[config.mk]
export PLATFORM = sky130hd
export DESIGN_NAME = mmio_bus_arbiter
export DESIGN_NICKNAME = d
export VERILOG_FILES = /design/src/rtl/mmio_bus_arbiter.sv
export SDC_FILE = /design/constraint.sdc
export NUM_CORES = 1
export LEC_CHECK = 0
export ABC_AREA = 0
export BUFFER_PORTS_ARGS = -buffer_cell sky130_fd_sc_hd__buf_2
export CORE_UTILIZATION = 50
export DETAILED_ROUTE_END_ITERATION = 8
export PLACE_DENSITY = 0.95
export SKIP_CTS_REPAIR_TIMING = 1
export SYNTH_ARGS = -nofsm -noshare
export SYNTH_HDL_FRONTEND = slang
export SYNTH_SLANG_ARGS = --single-unit
[constraint.sdc]
create_clock -name clk -period 2.09 [get_ports clk]
set_input_delay 0.3135 -clock clk [delete_from_list [all_inputs] [get_ports clk]]
set_output_delay 0.3135 -clock clk [all_outputs]
set_load 0.03 [all_outputs]
[src/rtl/mmio_bus_arbiter.sv]
// mmio_bus_arbiter: shares one FPro MMIO bus between two masters.
// m0 is the CPU bridge and m1 is an auxiliary hardware sequencer.
// Each granted access becomes exactly one bus cycle (ISSUE). A one-cycle
// acknowledge with the captured read data follows in RESP.
// Accesses by m1 outside its slot window are rejected and never reach the bus.
module mmio_bus_arbiter #(
  parameter int FIXED_PRIO = 0,
  parameter int M1_SLOT_LO = 12,
  parameter int M1_SLOT_HI = 13
) (
  input  logic        clk,
  input  logic        reset,
  input  logic        m0_req_i,
  input  logic        m0_wr_i,
  input  logic [20:0] m0_addr_i,
  input  logic [31:0] m0_wr_data_i,
  output logic        m0_ack_o,
  output logic [31:0] m0_rd_data_o,
  input  logic        m1_req_i,
  input  logic        m1_wr_i,
  input  logic [20:0] m1_addr_i,
  input  logic [31:0] m1_wr_data_i,
  output logic        m1_ack_o,
  output logic [31:0] m1_rd_data_o,
  output logic        m1_err_o,
  output logic        mmio_cs_o,
  output logic        mmio_wr_o,
  output logic        mmio_rd_o,
  output logic [20:0] mmio_addr_o,
  output logic [31:0] mmio_wr_data_o,
  input  logic [31:0] mmio_rd_data_i
);

  typedef enum logic [1:0] {
    ST_IDLE  = 2'd0,
    ST_ISSUE = 2'd1,
    ST_RESP  = 2'd2
  } state_t;

  localparam logic [5:0] SLOT_LO = 6'(M1_SLOT_LO);
  localparam logic [5:0] SLOT_HI = 6'(M1_SLOT_HI);

  state_t      state_q;
  logic        last_grant_q;   // 1: m1 was granted most recently
  logic        grant_m1_q;
  logic        txn_wr_q;
  logic        reject_q;
  logic        m0_ack_q, m1_ack_q, m1_err_q;
  logic [31:0] m0_rd_data_q, m1_rd_data_q;
  logic        mmio_cs_q, mmio_wr_q, mmio_rd_q;
  logic [20:0] mmio_addr_q;
  logic [31:0] mmio_wr_data_q;

  logic        grant_vld_d;
  logic        grant_m1_d;
  logic        reject_d;
  logic        sel_wr_d;
  logic [20:0] sel_addr_d;
  logic [31:0] sel_wr_data_d;
  logic [5:0]  m1_slot_d;
  logic [31:0] rd_capture_d;

  // Pick the winner among pending requests and pre-compute the m1 window check
  always_comb begin
    grant_vld_d   = 1'b0;
    grant_m1_d    = 1'b0;
    m1_slot_d     = m1_addr_i[10:5];
    if (m0_req_i && m1_req_i) begin
      grant_vld_d = 1'b1;
      if (FIXED_PRIO != 0) begin
        grant_m1_d = 1'b0;
      end else begin
        grant_m1_d = ~last_grant_q;
      end
    end else if (m0_req_i) begin
      grant_vld_d = 1'b1;
      grant_m1_d  = 1'b0;
    end else if (m1_req_i) begin
      grant_vld_d = 1'b1;
      grant_m1_d  = 1'b1;
    end else begin
      grant_vld_d = 1'b0;
      grant_m1_d  = 1'b0;
    end
    reject_d      = grant_m1_d && ((m1_slot_d < SLOT_LO) || (m1_slot_d > SLOT_HI));
    sel_wr_d      = grant_m1_d ? m1_wr_i      : m0_wr_i;
    sel_addr_d    = grant_m1_d ? m1_addr_i    : m0_addr_i;
    sel_wr_data_d = grant_m1_d ? m1_wr_data_i : m0_wr_data_i;
    // Rejected accesses and writes return zero; only a real read samples the bus
    if (!reject_q && !txn_wr_q) begin
      rd_capture_d = mmio_rd_data_i;
    end else begin
      rd_capture_d = 32'h0000_0000;
    end
  end

  // Arbiter FSM with all outputs registered
  always_ff @(posedge clk) begin
    if (reset) begin
      state_q        <= ST_IDLE;
      last_grant_q   <= 1'b1;
      grant_m1_q     <= 1'b0;
      txn_wr_q       <= 1'b0;
      reject_q       <= 1'b0;
      m0_ack_q       <= 1'b0;
      m1_ack_q       <= 1'b0;
      m1_err_q       <= 1'b0;
      m0_rd_data_q   <= 32'h0000_0000;
      m1_rd_data_q   <= 32'h0000_0000;
      mmio_cs_q      <= 1'b0;
      mmio_wr_q      <= 1'b0;
      mmio_rd_q      <= 1'b0;
      mmio_addr_q    <= 21'h00_0000;
      mmio_wr_data_q <= 32'h0000_0000;
    end else begin
      case (state_q)
        ST_IDLE: begin
          m0_ack_q <= 1'b0;
          m1_ack_q <= 1'b0;
          m1_err_q <= 1'b0;
          if (grant_vld_d) begin
            grant_m1_q   <= grant_m1_d;
            last_grant_q <= grant_m1_d;
            txn_wr_q     <= sel_wr_d;
            reject_q     <= reject_d;
            mmio_cs_q    <= ~reject_d;
            mmio_wr_q    <= ~reject_d & sel_wr_d;
            mmio_rd_q    <= ~reject_d & ~sel_wr_d;
            if (!reject_d) begin
              mmio_addr_q    <= sel_addr_d;
              mmio_wr_data_q <= sel_wr_data_d;
            end
            state_q <= ST_ISSUE;
          end
        end
        ST_ISSUE: begin
          mmio_cs_q <= 1'b0;
          mmio_wr_q <= 1'b0;
          mmio_rd_q <= 1'b0;
          if (grant_m1_q) begin
            m1_ack_q     <= 1'b1;
            m1_err_q     <= reject_q;
            m1_rd_data_q <= rd_capture_d;
          end else begin
            m0_ack_q     <= 1'b1;
            m0_rd_data_q <= rd_capture_d;
          end
          state_q <= ST_RESP;
        end
        ST_RESP: begin
          m0_ack_q <= 1'b0;
          m1_ack_q <= 1'b0;
          m1_err_q <= 1'b0;
          reject_q <= 1'b0;
          state_q  <= ST_IDLE;
        end
        default: begin
          mmio_cs_q <= 1'b0;
          mmio_wr_q <= 1'b0;
          mmio_rd_q <= 1'b0;
          m0_ack_q  <= 1'b0;
          m1_ack_q  <= 1'b0;
          m1_err_q  <= 1'b0;
          reject_q  <= 1'b0;
          state_q   <= ST_IDLE;
        end
      endcase
    end
  end

  assign m0_ack_o       = m0_ack_q;
  assign m1_ack_o       = m1_ack_q;
  assign m1_err_o       = m1_err_q;
  assign m0_rd_data_o   = m0_rd_data_q;
  assign m1_rd_data_o   = m1_rd_data_q;
  assign mmio_cs_o      = mmio_cs_q;
  assign mmio_wr_o      = mmio_wr_q;
  assign mmio_rd_o      = mmio_rd_q;
  assign mmio_addr_o    = mmio_addr_q;
  assign mmio_wr_data_o = mmio_wr_data_q;

endmodule

==> flow_summary.html <==
<table>
<tr><th>Metric</th><th>Value</th></tr>
<tr><th colspan="2">Power and ir drop</th></tr>
<tr><td>Leak pwr</td><td>0.00333 uW</td></tr>
<tr><td>Switching power total</td><td>around 2300 uW</td></tr>
<tr><td>Net switching share of the total power</td><td>31.4%</td></tr>
<tr><td>Reg power frac</td><td>37.5%</td></tr>
<tr><td>Peak VDD IR</td><td>0.541 mV</td></tr>
<tr><td>Clock group share of total power</td><td>between 40% and 50%</td></tr>
<tr><td>Power density over the cells</td><td>973 mW/mm2</td></tr>
<tr><td>Logic pwr share</td><td>21.1%</td></tr>
<tr><td>Cell Int Power</td><td>5030 uW</td></tr>
<tr><th colspan="2">Cells and area</th></tr>
<tr><td>Nets</td><td>1023</td></tr>
<tr><td>Antenna fix cells</td><td>0</td></tr>
<tr><td>Signed area change from the synthesized netlist to the final layout</td><td>37.8%</td></tr>
<tr><td>Proportion of layout cells with a drive suffix above 1</td><td>41.8%</td></tr>
<tr><td>Filler instances</td><td>slightly below 800</td></tr>
<tr><th colspan="2">Critical path</th></tr>
<tr><td>Maximum fanout count along the critical path</td><td>30</td></tr>
<tr><td>Critical path type</td><td>reg -&gt; reg</td></tr>
<tr><td>Kind of start point of the critical path</td><td>flip-flop</td></tr>
<tr><td>Data arrival time of the worst path</td><td>2.00 ns</td></tr>
<tr><td>CP required</td><td>2.45 ns</td></tr>
<tr><td>Endpoint class of the critical path</td><td>flip-flop</td></tr>
<tr><th colspan="2">Die</th></tr>
<tr><td>Std-Cell Core Area</td><td>0.0105 mm2</td></tr>
<tr><td>I/O pin total</td><td>267</td></tr>
<tr><td>Die Span X</td><td>107 um</td></tr>
<tr><td>Core Rows</td><td>37</td></tr>
<tr><td>Die Y-Extent</td><td>107 um</td></tr>
<tr><td>Overall die area</td><td>about 0.011 mm2</td></tr>
<tr><td>Effective utilization at floorplan</td><td>52.2%</td></tr>
<tr><th colspan="2">Global route</th></tr>
<tr><td>Met3 Track Usage GR</td><td>7.73%</td></tr>
<tr><td>Initial antenna violation count</td><td>0</td></tr>
<tr><td>Overflow left after global routing</td><td>0</td></tr>
<tr><td>Number of global-route vias before repair</td><td>5487</td></tr>
<tr><td>Met2 layer usage reported by global route</td><td>52.5%</td></tr>
<tr><td>Pin count of the biggest net entering global routing</td><td>65</td></tr>
<tr><td>Top Usage Layer GRT</td><td>met2</td></tr>
<tr><td>First-pass GRT wire length</td><td>26300 um</td></tr>
<tr><td>All-Layer GR Usage</td><td>between 20% and 30%</td></tr>
<tr><td>Global routing usage on met1</td><td>between 30% and 40%</td></tr>
<tr><th colspan="2">Yosys</th></tr>
<tr><td>Net count of the mapped netlist</td><td>783</td></tr>
<tr><td>EDFF count, synth</td><td>0</td></tr>
<tr><td>Number of library cell types mapped by synthesis</td><td>32</td></tr>
<tr><td>Yosys warnings</td><td>0</td></tr>
<tr><td>Mapped cell area</td><td>0.00547 mm2</td></tr>
<tr><td>Fraction of synthesized cell area taken by the top area cell type</td><td>47.3%</td></tr>
<tr><td>Most used DFF post-synth</td><td>sky130_fd_sc_hd__dfxtp_1</td></tr>
<tr><td>Synth top area cells</td><td>sky130_fd_sc_hd__dfxtp_1 (47%), sky130_fd_sc_hd__a311oi_2 (13%), sky130_fd_sc_hd__nand2_1 (12%)</td></tr>
<tr><td>Async SR Flop Fraction</td><td>0%</td></tr>
<tr><td>Synth Instances</td><td>639</td></tr>
<tr><td>Seq/Total Area, Yosys</td><td>47.3%</td></tr>
<tr><td>Number of storage elements in the synthesis netlist</td><td>129</td></tr>
<tr><td>Leading area contributor after synthesis</td><td>sky130_fd_sc_hd__dfxtp_1</td></tr>
<tr><td>Avg Inst Size Synth</td><td>approximately 8.6 um2</td></tr>
<tr><th colspan="2">STA</th></tr>
<tr><td>Final setup violating endpoints</td><td>0</td></tr>
<tr><td>Final Slew Violations</td><td>0</td></tr>
<tr><td>Slew headroom</td><td>73.0%</td></tr>
<tr><td>Final hold viol count</td><td>0</td></tr>
<tr><td>Worst-Margin Slew</td><td>0.403 ns</td></tr>
<tr><td>Highest achievable clock rate</td><td>609 MHz</td></tr>
<tr><td>Worst clock skew</td><td>0.00917 ns</td></tr>
<tr><td>Smallest hold slack</td><td>0.0689 ns</td></tr>
<tr><td>Time the final worst path needs with I/O delays and setup</td><td>1.64 ns</td></tr>
<tr><td>Post-route fraction of the period consumed by the critical path</td><td>78.5%</td></tr>
<tr><td>Summed negative setup slack over all endpoints</td><td>0 ns</td></tr>
<tr><td>Unrepaired setup endpoints after global routing</td><td>false</td></tr>
<tr><th colspan="2">Routing</th></tr>
<tr><td>Number of vias per cell after detailed routing</td><td>5.64</td></tr>
<tr><td>Post-DRT Antenna Nets</td><td>0</td></tr>
<tr><td>Average wire per cell in the routed design</td><td>around 16 um</td></tr>
<tr><td>Total Routed Length</td><td>16800 um</td></tr>
<tr><td>Total number of vias</td><td>5799</td></tr>
<tr><td>First-pass detailed-route iteration total</td><td>5</td></tr>
<tr><td>Iteration-0 DRC count of the detailed router</td><td>roughly 500</td></tr>
<tr><td>Post-route DRC</td><td>0</td></tr>
<tr><th colspan="2">Place</th></tr>
<tr><td>Routability Congestion</td><td>0.866</td></tr>
<tr><td>Total of buffers placed on input and output ports</td><td>266</td></tr>
<tr><td>Detailed-placement wirelength estimate</td><td>11700 um</td></tr>
<tr><th colspan="2">Flow run</th></tr>
<tr><td>Number of max-capacitance violations reported</td><td>0</td></tr>
<tr><th colspan="2">Run status</th></tr>
<tr><td>Run status</td><td>finished, final reports clean</td></tr>
<tr><th colspan="2">Clocking</th></tr>
<tr><td>CTS tree</td><td>built</td></tr>
<tr><td>Clock slew at reported path FFs</td><td>0.06 ns</td></tr>
<tr><td>Clock network latency to the later pin of the worst-skew pair</td><td>0.50 ns</td></tr>
<tr><td>Buffers from clock root to sink, at most</td><td>2</td></tr>
<tr><td>Clock root buffer master</td><td>sky130_fd_sc_hd__clkbuf_8</td></tr>
<tr><td>Clock H-tree levels</td><td>4</td></tr>
<tr><td>Number of sinks on the clock net</td><td>roughly 130</td></tr>
<tr><td>CTS Buf Count</td><td>17</td></tr>
<tr><th colspan="2">Min path</th></tr>
<tr><td>Path type of the worst min-delay path</td><td>in -&gt; reg</td></tr>
</table>
-- metal layers --
metal / share of wire, % / wire length, um
met1: 37 / 6270
met2: 52 / 8800
met3: 6.9 / 1160
met4: 3.6 / 602
met5: 0 / 0
-- final timing paths --
path / from / to / slack (ns) / cells after the start
worst max-delay path: state_q[1] / mmio_wr_data_o[10] / 0.45 / 5
worst min-delay path: mmio_rd_data_i[14] / m1_rd_data_o[14] / 0.07 / 3
worst min register to register: m1_rd_data_o[3] / m1_rd_data_o[3] / 0.45 / 2
worst max register to register: state_q[1] / mmio_wr_data_o[10] / 0.45 / 5
-- registers in the layout, summed over array words and instances, names as in the netlist, 2 cells and up --
name            flops
m0_rd_data_o       32
m1_rd_data_o       32
mmio_addr_o        21
mmio_wr_data_o     32
state_q             2
-- placed cells by master (no fill, tap or decap), types with 2 or more instances in the layout --
| cell | count |
|---|---|
| sky130_fd_sc_hd__buf_12 | 8 |
| sky130_fd_sc_hd__inv_6 | 5 |
| sky130_fd_sc_hd__buf_4 | 9 |
| sky130_fd_sc_hd__a311oi_2 | 49 |
| sky130_fd_sc_hd__nor3_1 | 3 |
| sky130_fd_sc_hd__inv_8 | 3 |
| sky130_fd_sc_hd__nor2_1 | 11 |
| sky130_fd_sc_hd__nand2_1 | 171 |
| sky130_fd_sc_hd__a21oi_1 | 119 |
| sky130_fd_sc_hd__dfxtp_1 | 129 |
| sky130_fd_sc_hd__o21ai_1 | 2 |
| sky130_fd_sc_hd__inv_1 | 3 |
| sky130_fd_sc_hd__buf_2 | 265 |
| sky130_fd_sc_hd__clkbuf_16 | 16 |
| sky130_fd_sc_hd__nor2_4 | 2 |
| sky130_fd_sc_hd__nand2b_1 | 4 |
| sky130_fd_sc_hd__mux2i_1 | 3 |
| sky130_fd_sc_hd__clkinvlp_4 | 3 |
| sky130_fd_sc_hd__nand3_1 | 65 |
| sky130_fd_sc_hd__bufinv_16 | 3 |
-- cells by family (layout without fill, tap and decap cells) --
group	Yosys count	count (layout)	share of synthesized area (%)
compound gates	181	181	26.5
buf+inv	64	317	5.70
flops	129	129	47.3
mux	3	3	0.549
simple gates	262	262	20.0
-- worst max-delay path, stage by stage (launching register included) --
cell and delay, ns:
sky130_fd_sc_hd__dfxtp_1 0.38, sky130_fd_sc_hd__nor2_1 0.28, sky130_fd_sc_hd__o21ai_1 0.22, sky130_fd_sc_hd__nor2_4 0.23, sky130_fd_sc_hd__buf_12 0.25, sky130_fd_sc_hd__a311oi_2 0.14
-- synthesized netlist by cell type, types with 2 or more instances --
cell type / instances
sky130_fd_sc_hd__mux2i_1: 3
sky130_fd_sc_hd__inv_1: 3
sky130_fd_sc_hd__o21ai_1: 2
sky130_fd_sc_hd__nand2_1: 172
sky130_fd_sc_hd__nand2b_1: 4
sky130_fd_sc_hd__a311oi_2: 49
sky130_fd_sc_hd__buf_6: 5
sky130_fd_sc_hd__nor2_1: 13
sky130_fd_sc_hd__a21oi_1: 119
sky130_fd_sc_hd__buf_4: 6
sky130_fd_sc_hd__buf_2: 9
sky130_fd_sc_hd__dfxtp_1: 129
sky130_fd_sc_hd__nand3_1: 65
sky130_fd_sc_hd__clkbuf_1: 40
sky130_fd_sc_hd__nor3_1: 3
-- power groups by stage --
stage / clock [uW] / sequential [uW] / combinational (uW)
6_report: 3040 / 2750 / 1540
5_1_grt: 3200 / 2760 / 1650
4_1_cts: 3070 / 2740 / 1540
3_5_place_dp: 0 / 2790 / 1530
3_3_place_gp: 0 / 2790 / 1500
2_1_floorplan: 0 / 3120 / 700
-- layout make-up --
class                   count  area [um2]  share of cell area [%]
clock buffers              17         414                    5.50
clock inverters            15         195                    2.59
inverters                   3        11.3                   0.149
multi-input cells         446        2610                    34.6
flip-flops and latches    129        2580                    34.3
well taps                 136         170                    2.26
repair buffers            282        1550                    20.6
-- metrics by stage --
step,area [um2],std cells,setup slack [ns],utilization (%),power [uW]
floorplan,5470,639,0.614,-,3820
global placement,6920,996,0.449,66.2,4280
detailed placement,6920,996,0.394,66.2,4330
CTS,7530,1028,0.450,72.0,7360
global route,7530,1028,0.318,72.0,7610
finish,7530,1028,0.449,72.0,7330
No activity file was read; power rests on OpenSTA's default activity.
